<file path="config.mk">
export PLATFORM = sky130hd
export DESIGN_NAME = display_feed_fifo
export DESIGN_NICKNAME = d
export VERILOG_FILES = /design/src/rtl/display_pkg.sv /design/src/rtl/display_feed_ram.sv /design/src/rtl/display_feed_fifo.sv
export SDC_FILE = /design/constraint.sdc
export NUM_CORES = 1
export LEC_CHECK = 0
export CORE_AREA = 2 2 142 144
export CTS_CLUSTER_DIAMETER = 50
export CTS_CLUSTER_SIZE = 8
export DETAILED_ROUTE_END_ITERATION = 10
export DIE_AREA = 0 0 144 146
export PLACE_DENSITY = 0.8
export SETUP_SLACK_MARGIN = 0.1
export SYNTH_ARGS = -nofsm -noshare
export SYNTH_HDL_FRONTEND = slang
export SYNTH_SLANG_ARGS = --single-unit
export TNS_END_PERCENT = 30
</file>
<file path="constraint.sdc">
create_clock -name clk_hifreq -period 3.66 [get_ports clk_hifreq]
set_input_delay 1.098 -clock clk_hifreq [delete_from_list [all_inputs] [get_ports clk_hifreq]]
set_output_delay 1.098 -clock clk_hifreq [all_outputs]
set_load 0.01 [all_outputs]
</file>
<file path="src/rtl/display_pkg.sv">
// Shared definitions for the display feed path: default widths, FIFO
// occupancy states and a pointer-width helper.
package display_pkg;

   localparam int unsigned DISP_DATA_W     = 16;
   localparam int unsigned DISP_FIFO_DEPTH = 16;

   // EMPTY  : nothing buffered, output register idle
   // PRIMED : output register holds a word, RAM empty
   // FILLING: RAM holds at least one word, total below capacity
   // FULL   : total occupancy equals DEPTH
   typedef enum logic [1:0] {
      EMPTY,
      PRIMED,
      FILLING,
      FULL
   } fifo_state_e;

   // Address width for an n-entry array; never narrower than one bit.
   function automatic int unsigned ptr_width(input int unsigned n);
      return (n > 1) ? $clog2(n) : 1;
   endfunction

endpackage

</file>
<file path="src/rtl/display_feed_ram.sv">
// Simple dual-port RAM backing the display feed FIFO: synchronous write,
// registered read. A read of the address being written in the same cycle
// returns the new word, so the FIFO head is always current one cycle later.
module display_feed_ram
   import display_pkg::*;
#(
   parameter int unsigned DATA_W = DISP_DATA_W,
   parameter int unsigned DEPTH  = DISP_FIFO_DEPTH - 1
) (
   input  logic                          clk_hifreq,
   input  logic                          we,
   input  logic [ptr_width(DEPTH)-1:0]   wr_addr,
   input  logic [DATA_W-1:0]             wr_data,
   input  logic [ptr_width(DEPTH)-1:0]   rd_addr,
   output logic [DATA_W-1:0]             rd_data
);

   logic [DATA_W-1:0] mem [DEPTH];

   // Storage write port.
   always_ff @(posedge clk_hifreq) begin
      if (we) begin
         mem[wr_addr] <= wr_data;
      end
   end

   // Registered read with write-through on an address collision.
   always_ff @(posedge clk_hifreq) begin
      if (we && (wr_addr == rd_addr)) begin
         rd_data <= wr_data;
      end else begin
         rd_data <= mem[rd_addr];
      end
   end

endmodule

</file>
<file path="src/rtl/display_feed_fifo.sv">
// Buffer between the tick/price producer and the display block. Words are
// held in a (DEPTH-1)-entry circular RAM plus one output register, released
// one per out_ready pulse. Writes arriving while full are either dropped and
// counted (DROP_ON_FULL=1) or backpressured through in_ready.
module display_feed_fifo
   import display_pkg::*;
#(
   parameter int unsigned DATA_W       = DISP_DATA_W,
   parameter int unsigned DEPTH        = DISP_FIFO_DEPTH,
   parameter bit          DROP_ON_FULL = 1'b1,
   parameter int unsigned CNT_W        = 8
) (
   input  logic                      clk_hifreq,
   input  logic                      rst,
   input  logic                      flush,
   input  logic [DATA_W-1:0]         in_data,
   input  logic                      in_valid,
   output logic                      in_ready,
   output logic [DATA_W-1:0]         out_data,
   output logic                      out_valid,
   input  logic                      out_ready,
   output logic [$clog2(DEPTH):0]    level,
   output logic                      full,
   output logic [CNT_W-1:0]          drop_cnt
);

   localparam int unsigned RAM_DEPTH = DEPTH - 1;
   localparam int unsigned ADDR_W    = ptr_width(RAM_DEPTH);
   localparam int unsigned LVL_W     = $clog2(DEPTH) + 1;

   localparam logic [ADDR_W-1:0] LAST_ADDR = ADDR_W'(RAM_DEPTH - 1);
   localparam logic [LVL_W-1:0]  LVL_ONE   = LVL_W'(1);
   localparam logic [LVL_W-1:0]  LVL_FULL  = LVL_W'(DEPTH);

   fifo_state_e        state_q, state_d;
   logic [LVL_W-1:0]   level_q, level_d;
   logic [ADDR_W-1:0]  rd_ptr_q, rd_ptr_d;
   logic [ADDR_W-1:0]  wr_ptr_q, wr_ptr_d;
   logic [DATA_W-1:0]  out_data_q, out_data_d;
   logic [CNT_W-1:0]   drop_cnt_q;
   logic [DATA_W-1:0]  ram_head;
   logic               ram_we;
   logic               ram_empty;
   logic               accept;
   logic               pop;
   logic               drop;

   // Circular increment modulo RAM_DEPTH.
   function automatic logic [ADDR_W-1:0] ptr_inc(input logic [ADDR_W-1:0] p);
      return (p == LAST_ADDR) ? '0 : p + ADDR_W'(1);
   endfunction

   assign full      = (state_q == FULL);
   assign out_valid = (state_q != EMPTY);
   assign ram_empty = (state_q == EMPTY) || (state_q == PRIMED);
   assign in_ready  = DROP_ON_FULL ? 1'b1 : !full;

   // full is registered, so a pop in the same cycle never opens a slot early.
   assign accept = in_valid && !full;
   assign pop    = out_valid && out_ready;
   assign drop   = DROP_ON_FULL && in_valid && full && !flush;

   assign out_data = out_data_q;
   assign level    = level_q;
   assign drop_cnt = drop_cnt_q;

   // The RAM is addressed with the next head pointer so that ram_head always
   // reflects the current head word; this lets a pop reload the output
   // register on the same edge despite the registered read.
   display_feed_ram #(
      .DATA_W (DATA_W),
      .DEPTH  (RAM_DEPTH)
   ) u_ram (
      .clk_hifreq (clk_hifreq),
      .we         (ram_we),
      .wr_addr    (wr_ptr_q),
      .wr_data    (in_data),
      .rd_addr    (rd_ptr_d),
      .rd_data    (ram_head)
   );

   // Next-state: routes accepted words to the output register or RAM,
   // advances pointers, tracks occupancy and derives the occupancy state.
   always_comb begin
      level_d    = level_q;
      rd_ptr_d   = rd_ptr_q;
      wr_ptr_d   = wr_ptr_q;
      out_data_d = out_data_q;
      ram_we     = 1'b0;

      if (flush) begin
         level_d  = '0;
         rd_ptr_d = '0;
         wr_ptr_d = '0;
      end else begin
         if (pop) begin
            if (!ram_empty) begin
               out_data_d = ram_head;
               rd_ptr_d   = ptr_inc(rd_ptr_q);
            end else if (accept) begin
               out_data_d = in_data;
            end
         end else if (!out_valid && accept) begin
            out_data_d = in_data;
         end

         // A word bypasses the RAM only when the output register is free
         // after this edge and the RAM has nothing older.
         if (accept && out_valid && !(pop && ram_empty)) begin
            ram_we   = 1'b1;
            wr_ptr_d = ptr_inc(wr_ptr_q);
         end

         case ({accept, pop})
            2'b10:   level_d = level_q + LVL_ONE;
            2'b01:   level_d = level_q - LVL_ONE;
            default: level_d = level_q;
         endcase
      end

      if (level_d == '0) begin
         state_d = EMPTY;
      end else if (level_d == LVL_ONE) begin
         state_d = PRIMED;
      end else if (level_d == LVL_FULL) begin
         state_d = FULL;
      end else begin
         state_d = FILLING;
      end
   end

   // State, occupancy, pointers and output register.
   always_ff @(posedge clk_hifreq or negedge rst) begin
      if (!rst) begin
         state_q    <= EMPTY;
         level_q    <= '0;
         rd_ptr_q   <= '0;
         wr_ptr_q   <= '0;
         out_data_q <= '0;
      end else begin
         state_q    <= state_d;
         level_q    <= level_d;
         rd_ptr_q   <= rd_ptr_d;
         wr_ptr_q   <= wr_ptr_d;
         out_data_q <= out_data_d;
      end
   end

   // Saturating count of words discarded while full; flush leaves it alone.
   always_ff @(posedge clk_hifreq or negedge rst) begin
      if (!rst) begin
         drop_cnt_q <= '0;
      end else if (drop && (drop_cnt_q != '1)) begin
         drop_cnt_q <= drop_cnt_q + CNT_W'(1);
      end
   end

endmodule
</file>
---- Yosys cells after proc, flatten, opt, wreduce, memory -nomap -nowiden ----
Memories as Yosys holds them, arrays and structs flattened. A register that Yosys moved wholly into a read port is not among the register bits.
Index checks and enable logic that the tools add are counted.
operators by class
  multipliers ............................. 0
  reductions and logical operators ........ 20
  shift operators ......................... 0
  equal/unequal tests ..................... 10
  mux-type cells .......................... 20
  bitwise operators ....................... 1
  $lt $le $gt $ge ......................... 0
  $add $sub $neg .......................... 5
  div/mod/pow operators ................... 0
operator list
  cell                   count
  $mux W16               4
  $mux W4                7
  $pmux W5 S2            1
  $logic_and A1 B1 Y1    9
  $add A4 B1 Y4 const B  2
  $add A8 B1 Y8 const B  1
  $eq A4 B4 Y1 const B   2
  $ne A8 B8 Y1 const B   1
  $reduce_bool A2 Y1     3
  $add A5 B1 Y5 const B  1
  $eq A5 B1 Y1 const B   1
  $eq A5 B5 Y1 const B   1
  $logic_not A5 Y1       1
  $mux W1                5
  $mux W5                1
  $sub A5 B1 Y5 const B  1
  $eq A2 B1 Y1 const B   2
  $eq A2 B2 Y1 const B   2
  $logic_not A1 Y1       4
  $mux W2                2
  $ne A3 B3 Y1 const B   1
  $reduce_and A3 Y1      1
  $logic_not A2 Y1       1
  $logic_or A1 B1 Y1     1
  $not A1 Y1             1
word-level totals
  memory bits (read-only) ................. 0
  flip-flop bits (word level) ............. 39
  input bits .............................. 21
  bits in latches ......................... 0
  memory bits (writable) .................. 240
  memories ................................ 1
memories
  name       words  width  rd ports  clocked after memory_dff  write ports  RTL line                source
  u_ram.mem  15     16     1         1                         1            display_feed_ram.sv:18  logic [DATA_W-1:0] mem [DEPTH];

---- Logic depth before layout (Yosys ltp) ----
Gate-level depths: netlist of run 1.
  word-level depth ........................ 10
  depth in mapped cells ................... 11
  depth with buffers taken out ............ 10

---- By module ----
A second synthesis of run 1 with hierarchy kept.
second synthesis, totals
  cell total of the unflattened synthesis .. 629
  area, all modules ....................... 11410.9 um^2
by module, submodules not included
  module             seq. area each (um^2)  cells an instance  times used  area each (um^2)
  display_feed_ram   7287.0                 422                1           9352.7
  display_feed_fifo  975.9                  207                1           2058.2

---- Least setup slack after synthesis of run 1 ----
OpenSTA, ideal clock, no wires.
  kind .................................... input-to-reg
  start ................................... input port out_ready
  end ..................................... memory u_ram.mem[0][0] (netlist name) (enable)
  setup slack ............................. 0.204 ns
  setup time .............................. 0.409 ns
  stages on the path ...................... 4
  path buffers ............................ 0
  data required time ...................... 3.251 ns
  arrival time ............................ 3.046 ns
  cell sequence ........................... nor3b_1 > o21ai_1 > or4_1 > nor3_1
on the way
  cells in the longest elaborated chain, start to end .. 8
RTL lines
  item                           RTL line                  source
  from (decl)                    display_feed_fifo.sv:21   input logic out_ready,
  $logic_and A1 B1 Y1            display_feed_fifo.sv:60   assign pop = out_valid && out_ready;
  $logic_and A1 B1 Y1            display_feed_fifo.sv:109  if (accept && out_valid && !(pop && ram_empty)) begin
  $logic_not A1 Y1               display_feed_fifo.sv:109
  $logic_and A1 B1 Y1            display_feed_fifo.sv:109
  $mux W1                        display_feed_fifo.sv:109
  $mux W1                        display_feed_fifo.sv:91   if (flush) begin
  $mux W1                        display_feed_ram.sv:22    if (we) begin
  $mux W1 (implied by the code)  display_feed_ram.sv:23    mem[wr_addr] <= wr_data;
  to (decl)                      display_feed_ram.sv:18
Every way passes these cells.

---- Worst setup path in the final report of run 1 ----
  start ................................... input port in_valid
  end ..................................... register state_q[1]
on the way
  cells in the longest elaborated chain, start to end .. 7
RTL lines
  item                                          RTL line                  source
  from (decl)                                   display_feed_fifo.sv:17   input logic in_valid,
  $logic_and A1 B1 Y1 *                         display_feed_fifo.sv:59   assign accept = in_valid && !full;
  $eq A2 B1 Y1 or $eq A2 B2 Y1 (tied branches)  display_feed_fifo.sv:114  case ({accept, pop})
  $pmux W5 S2 *                                 display_feed_fifo.sv:114
  $mux W5 *                                     display_feed_fifo.sv:91
  $eq A5 B1 Y1                                  display_feed_fifo.sv:123  end else if (level_d == LVL_ONE) begin
  $mux W2                                       display_feed_fifo.sv:123
  $mux W2 *                                     display_feed_fifo.sv:121  if (level_d == '0) begin
  net state_d[1]                                display_feed_fifo.sv:35   fifo_state_e state_q, state_d;
  to (signal assigned)                          display_feed_fifo.sv:141  state_q <= state_d;
  to (decl)                                     display_feed_fifo.sv:35
Mark *: on every way through the listed nets, which the timed path passes. The rest lies on a longest branch.
A chain may end at the register's enable or synchronous reset.

==> results.cfg, run 1 <==
[layout]
layout.nets = 771
area.growth.synth_to_final_pct = 18.9
diodes = 0
drive_above_1_share_pct = 16.8
final_common_cell = edfxtp_1
fin_util_pct = 70.3
final_cell_mix = 240 x edfxtp_1, 50 x clkdlybuf4s50_1, 46 x nand2_1, 43 x clkbuf_16, 39 x dfrtp_1

[pwr]
irDropWorstVdd_v = 0.000309
leakagePower_nw = 4.50
p_sw_share_pct = 23.6
pwr-share-clk_pct = 40.5
p_int_mw = 6.45
seqPwrFrac_pct = 45.4
p_per_area_nw_per_um2 = 621
power.total_mw = 8.44
comb_power_share_pct = 14.0
switching_power_mw = 1.99

[cts]
cts_made_buffers = 41
cts.htree.levels = 2
post-cts-setup-buffers = 0
ctsResizeCount = 0
clk_pin_slew_ns = 0.05
clk_latency_ns = 0.52
clock-sinks = 283
holdBufCountCts = 0
cts_max_path_buffers = 3
cts-root-buf = clkbuf_16
cts_tree = yes

[die]
start_util_pct = 59.2
die_area_um2 = 21000
placementRows = 51
die_y_um = 146
dieWidth_um = 144
ios = 53
core_region_area_um2 = 19300

[drt]
drt_first_iter_violations = 652
vias_per_cell = 6.15
route.detailed.drc = 0
dr.pass1.iters = 5
wl_per_cell_um = 23.1
routed_wl_mm = 23.7
num_vias = 6328
ant_nets = 0

[timing]
worst_slack_ns = 0.610
finalSetupViolations = 0
finalCritPeriodShare_pct = 83.3
timing.fmax_mhz = 328
slew_viol_final = 0
finalHoldViolCount = 0
tightest_slew_ns = 1.26
skew_ns = 0.0167
layout_min_cycle_time_ns = 3.05
fin_tns_setup_ns = 0
rsz0062_at_grt = no
relSlewSlack_pct = 15.8

[yosys]
ys_types = 48
synthCells = 661
syn_nets = 685
avgSynthCellArea_um2 = 17.3
synth_top_flop_cell = edfxtp_1
ys.warnings.count = 0
async_flop_share_pct = 13.8
synth_top_area_share_pct = 63.0
synth_edf_count = 240
synth_area_um2 = 11400
synth_area_leader_cell = edfxtp_1
synth_seq_cells = 283
ys_seq_area_share_pct = 72.2
synthTopCellsByArea = edfxtp_1 63%, dfrtp_1 8.5%, mux4_2 7.1%

[placement]
dp_slack_ns = 0.135
place.gp.congestion = 0.829
port_buffers = 51
dp_hpwl_mm = 14.2

[global_route]
grt_usage_pct = 23.5
grt_max_degree = 44
grt.overflow.total = 0
grt_antenna_before_repair = 0
grt_pass1_vias = 6493
grt_pass1_wl_mm = 37.1

[setup_path]
cp_data_required_time_ns = 4.03
start_kind = primary input
worstPathArrival_ns = 3.42
critPathMaxFanout = 4
end_kind = register
crit_type = in2reg

[outcome]
outcome = completed

[flow_run]
cap_violations = 0

[hold_path]
hp-class = reg2reg
-- area by class of cell --
| cell class | instances | area, um^2 |
|---|---|---|
| Clock buffer | 58 | 1130 |
| Clock inverter | 2 | 38.8 |
| Fill cell | 1147 | 5740 |
| Inverter | 6 | 22.5 |
| Multi-Input combinational cell | 331 | 2960 |
| Sequential cell | 283 | 8270 |
| Tap cell | 265 | 332 |
| Timing Repair Buffer | 84 | 841 |
-- synth_stat cells (13+ instances only) --
master and n:
mux4_2 36, mux4_1 17, nor2b_1 13, nand2_1 46
mux2i_1 23, clkbuf_1 25, a211oi_1 22, o211ai_1 13
dfrtp_1 39, a21oi_1 24, edfxtp_1 240, nor2_1 29
o21ai_1 36
-- cells by family (layout without fill, tap and decap cells) --
| family | Yosys count | count (layout) | share of synthesized area, % |
|---|---|---|---|
| xor gates and xnor gates | 13 | 13 | 0.995 |
| DFF | 283 | 283 | 72.2 |
| and+or+nand+nor | 125 | 125 | 5.18 |
| muxes | 78 | 78 | 13.2 |
| adders and majority gates | 3 | 3 | 0.328 |
| other | 1 | 1 | 0.0328 |
| AOI/OAI and AO/OA | 111 | 111 | 5.94 |
| buffers and inverters | 47 | 150 | 2.09 |
-- per-stage QoR --
stage          instance area (um^2)  hold WS [ns]  std cells
4_1_cts                       13600         0.490       1029
3_3_place_gp                  12400         0.469        969
2_1_floorplan                 11400         0.522        661
5_1_grt                       13600         0.529       1029
6_report                      13600         0.487       1029
3_5_place_dp                  12400         0.482        969
-- state kept, by name (all words and copies together) (netlist names), named ones only --
signal and count:
wr_ptr_q 4, u_ram.mem 240, level 5, out_data 16, drop_cnt 8, state_q 2
rd_ptr_q 4
-- critical path: stages --
cell and delay (ns):
clkdlybuf4s50_1 0.50, nor2b_1 0.21, o21ai_2 0.10, xnor2_1 0.13, ha_1 0.23, or4_1 0.40
mux2_2 0.28, o22ai_1 0.18, xnor2_1 0.17, a31oi_1 0.11
-- metal layers --
layer	wire [um]	GRT usage [%]	vias up
li1	-	-	2778
met1	9540	33.0	3224
met2	12000	37.6	290
met3	1790	4.57	36
met4	431	7.60	0
met5	0	0	-
-- power groups by stage --
stage	Combinational [mW]	Clock, mW	Sequential (mW)
finish	1.18	3.42	3.83
global route	1.29	3.62	3.86
CTS	1.19	3.47	3.84
detailed placement	1.18	0	3.89
global placement	1.14	0	3.88
floorplan	0.704	0	3.86
-- worst paths after layout --
check                                             start                 endpoint  cells after the start  slack, ns
worst max-delay path                           in_valid     state_q[1]$_DFF_PN0_                     10       0.61
worst min-delay path            out_data[2]$_DFFE_PN0P_  out_data[2]$_DFFE_PN0P_                      2       0.49
worst max register to register                 register  out_data[3]$_DFFE_PN0P_                      6       1.01
worst min register to register  out_data[2]$_DFFE_PN0P_  out_data[2]$_DFFE_PN0P_                      2       0.49
max in group asynchronous                           rst  drop_cnt[6]$_DFFE_PN0P_                      1       2.40
min in group asynchronous                           rst       level[3]$_DFF_PN0_                      1       0.71
No activity file was read; power rests on OpenSTA's default activity.
==> run 2, diff against run 1 <==
- clock period: 3.66 -> 3.2 ns (I/O delays scaled with it)
==> run 2 against run 1 <==
Against the previous run: global-route usage up 0.87 points; die area unchanged; largest cell class unchanged; sequential share of layout area down 0.27 points; critical path depth unchanged; register-to-register slack worse by 0.34 ns; sequential power up 14%; combinational power up 20%; first-iteration DRC count up 2.8%.
==> results.cfg, run 2 (synthesized netlist as in run 1, its figures left out) <==
[outcome]
outcome = completed

[timing]
relSlewSlack_pct = 40.6
rsz0062_at_grt = no
timing.fmax_mhz = 344
layout_min_cycle_time_ns = 2.90
hold_ws_ns = 0.484
tightest_slew_ns = 0.891
finalHoldViolCount = 0
worst_slack_ns = 0.295
slew_viol_final = 0
finalCritPeriodShare_pct = 90.8
finalSetupViolations = 0
skew_ns = 0.0184
fin_tns_setup_ns = 0

[cts]
holdBufCountCts = 0
cts.htree.levels = 2
clk_pin_slew_ns = 0.05
cts_made_buffers = 41
post-cts-setup-buffers = 0
clock-sinks = 283
cts_max_path_buffers = 3
clk_latency_ns = 0.53
ctsResizeCount = 0
cts-root-buf = clkbuf_16
cts_tree = yes

[placement]
dp_slack_ns = -0.198
placedCellCount = 984
dp_hpwl_mm = 15.0
port_buffers = 51
dpl_cell_area_um2 = 12500
place.gp.congestion = 0.858

[die]
die_area_um2 = 21000
ios = 53
placementRows = 51
dieWidth_um = 144
die_y_um = 146
core_region_area_um2 = 19300
start_util_pct = 59.2

[layout]
fin_util_pct = 70.6
largest_register_ffs = 240
max_flop_register = u_ram.mem
diodes = 0
stdcell_area_um2 = 13700
final_common_cell = edfxtp_1
area.growth.synth_to_final_pct = 19.4
drive_above_1_share_pct = 18.5
final_cell_mix = 240 x edfxtp_1, 50 x clkdlybuf4s50_1, 46 x nand2_1, 42 x buf_4, 41 x clkbuf_16
layout.cells.non_filler = 1043
layout.nets = 786

[drt]
route.detailed.drc = 0
num_vias = 6455
dr.pass1.iters = 6
wl_per_cell_um = 23.6
routed_wl_mm = 24.6
drt_first_iter_violations = 670
vias_per_cell = 6.19
ant_nets = 0

[global_route]
grt_pass1_wl_mm = 38.4
grt_max_degree = 41
grt.overflow.total = 0
grt_pass1_vias = 6699
grt_usage_pct = 24.4
grt_antenna_before_repair = 0

[pwr]
leakagePower_nw = 4.56
irDropWorstVdd_v = 0.000348
p_per_area_nw_per_um2 = 703
power.total_mw = 9.61

[setup_path]
start_kind = primary input
cp_data_required_time_ns = 3.59
end_kind = register
crit_type = in2reg
critPathMaxFanout = 3
worstPathArrival_ns = 3.29

[flow_run]
cap_violations = 0

[hold_path]
hp-class = reg2reg
==> run 2: layout make-up <==
type	count	area [um^2]
Clock inverter	4	42.5
Fill cell	1139	5680
Clock buffer	55	1090
Inverter	6	22.5
Tap cell	265	332
Timing Repair Buffer	99	941
Multi-Input combinational cell	331	2960
Sequential cell	283	8270
==> run 2: worst paths after layout <==
path | cells past startpoint | slack [ns] | to | from
worst max-delay path | 10 | 0.30 | state_q[1]$_DFF_PN0_ | in_valid
worst min-delay path | 2 | 0.48 | out_data[8]$_DFFE_PN0P_ | out_data[8]$_DFFE_PN0P_
worst max register to register | 7 | 0.67 | out_data[9]$_DFFE_PN0P_ | register
worst min register to register | 2 | 0.48 | out_data[8]$_DFFE_PN0P_ | out_data[8]$_DFFE_PN0P_
max in group asynchronous | 1 | 2.07 | drop_cnt[0]$_DFFE_PN0P_ | rst
min in group asynchronous | 1 | 0.57 | rd_ptr_q[2]$_DFF_PN0_ | rst
==> run 2: critical path, cell delays in order <==
cell and delay (ns):
clkdlybuf4s50_1 0.51, nor2b_1 0.24, o21ai_2 0.11, xnor2_1 0.13
ha_1 0.19, or4_1 0.41, mux2_2 0.29, o22ai_1 0.18
xnor2_1 0.16, a31oi_1 0.11
==> run 2: report_power, final <==
| group | total [mW] | internal, mW | leakage, nW | switching [mW] |
|---|---|---|---|---|
| clock | 3.81 | 2.35 | 0.551 | 1.46 |
| sequential | 4.38 | 4.19 | 2.71 | 0.189 |
| combinational | 1.42 | 0.721 | 1.30 | 0.696 |
==> run 2: per-layer routing <==
| metal | up-vias | global-route usage [%] | routed length, um |
|---|---|---|---|
| met3 | 48 | 5.40 | 1830 |
| met4 | 0 | 8.53 | 603 |
| li1 | 2816 | - | - |
| met2 | 308 | 38.5 | 12100 |
| met5 | - | 0 | 0 |
| met1 | 3283 | 34.0 | 10100 |
==> run 3, diff against run 2 <==
- PLACE_DENSITY: 0.8 -> 0.87
==> run 3 against run 2 <==
Against the previous run: first-iteration DRC count increased by 11%; worst setup slack got worse by 0.011 ns; register-to-register slack improved by 0.05 ns; maximum frequency decreased by 0.39%; critical path type unchanged; critical endpoint unchanged.
==> results.cfg, run 3 (synthesized netlist as in run 1, its figures left out) <==
[die]
core_region_area_um2 = 19300
die_y_um = 146
start_util_pct = 59.2
die_area_um2 = 21000
ios = 53
placementRows = 51
dieWidth_um = 144

[timing]
finalSetupViolations = 0
worst_slack_ns = 0.284
slew_viol_final = 0
relSlewSlack_pct = 42.9
timing.fmax_mhz = 343
tightest_slew_ns = 0.856
finalCritPeriodShare_pct = 91.1
rsz0062_at_grt = no
finalHoldViolCount = 0
layout_min_cycle_time_ns = 2.92
skew_ns = 0.0249

[cts]
post-cts-setup-buffers = 0
cts_max_path_buffers = 3
holdBufCountCts = 0
cts.htree.levels = 2
clk_latency_ns = 0.51
cts_tree = yes
ctsResizeCount = 0
cts_made_buffers = 41
cts-root-buf = clkbuf_16
clk_pin_slew_ns = 0.05
clock-sinks = 283

[setup_path]
reg2regPathDepth = 5
crit_type = in2reg
cp_data_required_time_ns = 3.56
r2r_end = out_data[6]$_DFFE_PN0P_
worstPathArrival_ns = 3.28
start_kind = primary input
regToRegSetupSlack_ns = 0.72
end_kind = register
critPathMaxFanout = 4

[pwr]
leakagePower_nw = 4.56
p_per_area_nw_per_um2 = 699
irDropWorstVdd_v = 0.000364

[placement]
placedCellCount = 990
place.gp.congestion = 0.860
port_buffers = 51
dp_slack_ns = -0.224
dp_hpwl_mm = 15.5

[layout]
layout.cells.non_filler = 1050
final_common_cell = edfxtp_1
max_flop_register = u_ram.mem
fill_cells = 1079
largest_register_ffs = 240
area.growth.synth_to_final_pct = 19.2
regArea_um2 = 8270
fin_util_pct = 70.5
diodes = 0
layout.nets = 792
drive_above_1_share_pct = 18.7
final_cell_mix = 240 x edfxtp_1, 52 x buf_4, 50 x clkdlybuf4s50_1, 46 x nand2_1, 41 x clkbuf_16
multiInputGateArea_um2 = 2960

[global_route]
grt_max_degree = 40
grt_usage_pct = 25.5
grt_pass1_wl_mm = 39.9
grt_pass1_vias = 6820
grt.overflow.total = 0
grt_antenna_before_repair = 0

[flow_run]
cap_violations = 0

[drt]
routed_wl_mm = 25.6
dr.pass1.iters = 6
ant_nets = 0
drt_first_iter_violations = 741
num_vias = 6665
vias_per_cell = 6.35
wl_per_cell_um = 24.4
route.detailed.drc = 0

[hold_path]
hp-class = reg2reg
min_from = out_data[15]$_DFFE_PN0P_
min_to = out_data[15]$_DFFE_PN0P_
holdPathStages = 2

[outcome]
outcome = completed
## run 3: cell types whose count changed in the layout (fill, tap and decap cells not counted)
cell      before  now
clkinv_1       0    1
clkinv_2       1    0
inv_16         1    0
clkbuf_8       1    0
buf_4         42   52
clkbuf_1      13   16
buf_12         6    2
## run 3: power breakdown
group	total [mW]	internal (mW)	switching [mW]
clock network	3.74	2.32	1.42
logic	1.39	0.717	0.675
registers	4.39	4.19	0.202
total	9.53	7.23	2.30
## run 3: worst max path at each step
| stage | startpoint | to | slack, ns | cells past startpoint |
|---|---|---|---|---|
| floorplan | out_ready | u_ram.mem[4][0]$_DFFE_PP_ | 0.05 | 5 |
| global placement | in_valid | state_q[1]$_DFF_PN0_ | -0.1 | 10 |
| detailed placement | in_valid | state_q[1]$_DFF_PN0_ | -0.22 | 10 |
| CTS | in_valid | state_q[1]$_DFF_PN0_ | 0.29 | 10 |
| global route | in_valid | state_q[1]$_DFF_PN0_ | 0.20 | 10 |
| finish | in_valid | state_q[1]$_DFF_PN0_ | 0.28 | 10 |
## run 3: per-layer routing
layer / wire length [um] / vias to the layer above / GRT usage (%)
met3: 2370 / 65 / 5.73
li1: - / 2830 / -
met1: 9900 / 3366 / 35.7
met2: 12700 / 404 / 40.9
met5: 0 / - / 0
met4: 669 / 0 / 7.70
## run 3: layout make-up
class / count / share of cell area (%)
clock buffer: 57 / 7.97
multi-input combinational: 331 / 21.7
inverter: 6 / 0.165
sequential: 283 / 60.7
tap: 265 / 2.43
clock inverter: 3 / 0.156
timing repair buffer: 105 / 6.87
## run 3: per-stage QoR
step                cell area, um^2  hold WS (ns)  total power, mW  TNS, ns
floorplan                     11400         0.522             5.23        0
global placement              12500         0.468             5.76   -0.194
detailed placement            12500         0.474             5.82   -0.503
CTS                           13600         0.485             9.57        0
global route                  13600         0.512             9.88        0
finish                        13600         0.480             9.53        0
## run 3: critical path, cell delays in order
cell             delay (ns)
clkdlybuf4s50_1        0.51
nor2b_1                0.22
o21ai_2                0.10
xnor2_1                0.13
ha_1                   0.18
or4_1                  0.39
mux2_2                 0.28
o22ai_1                0.19
xnor2_1                0.18
a31oi_1                0.13
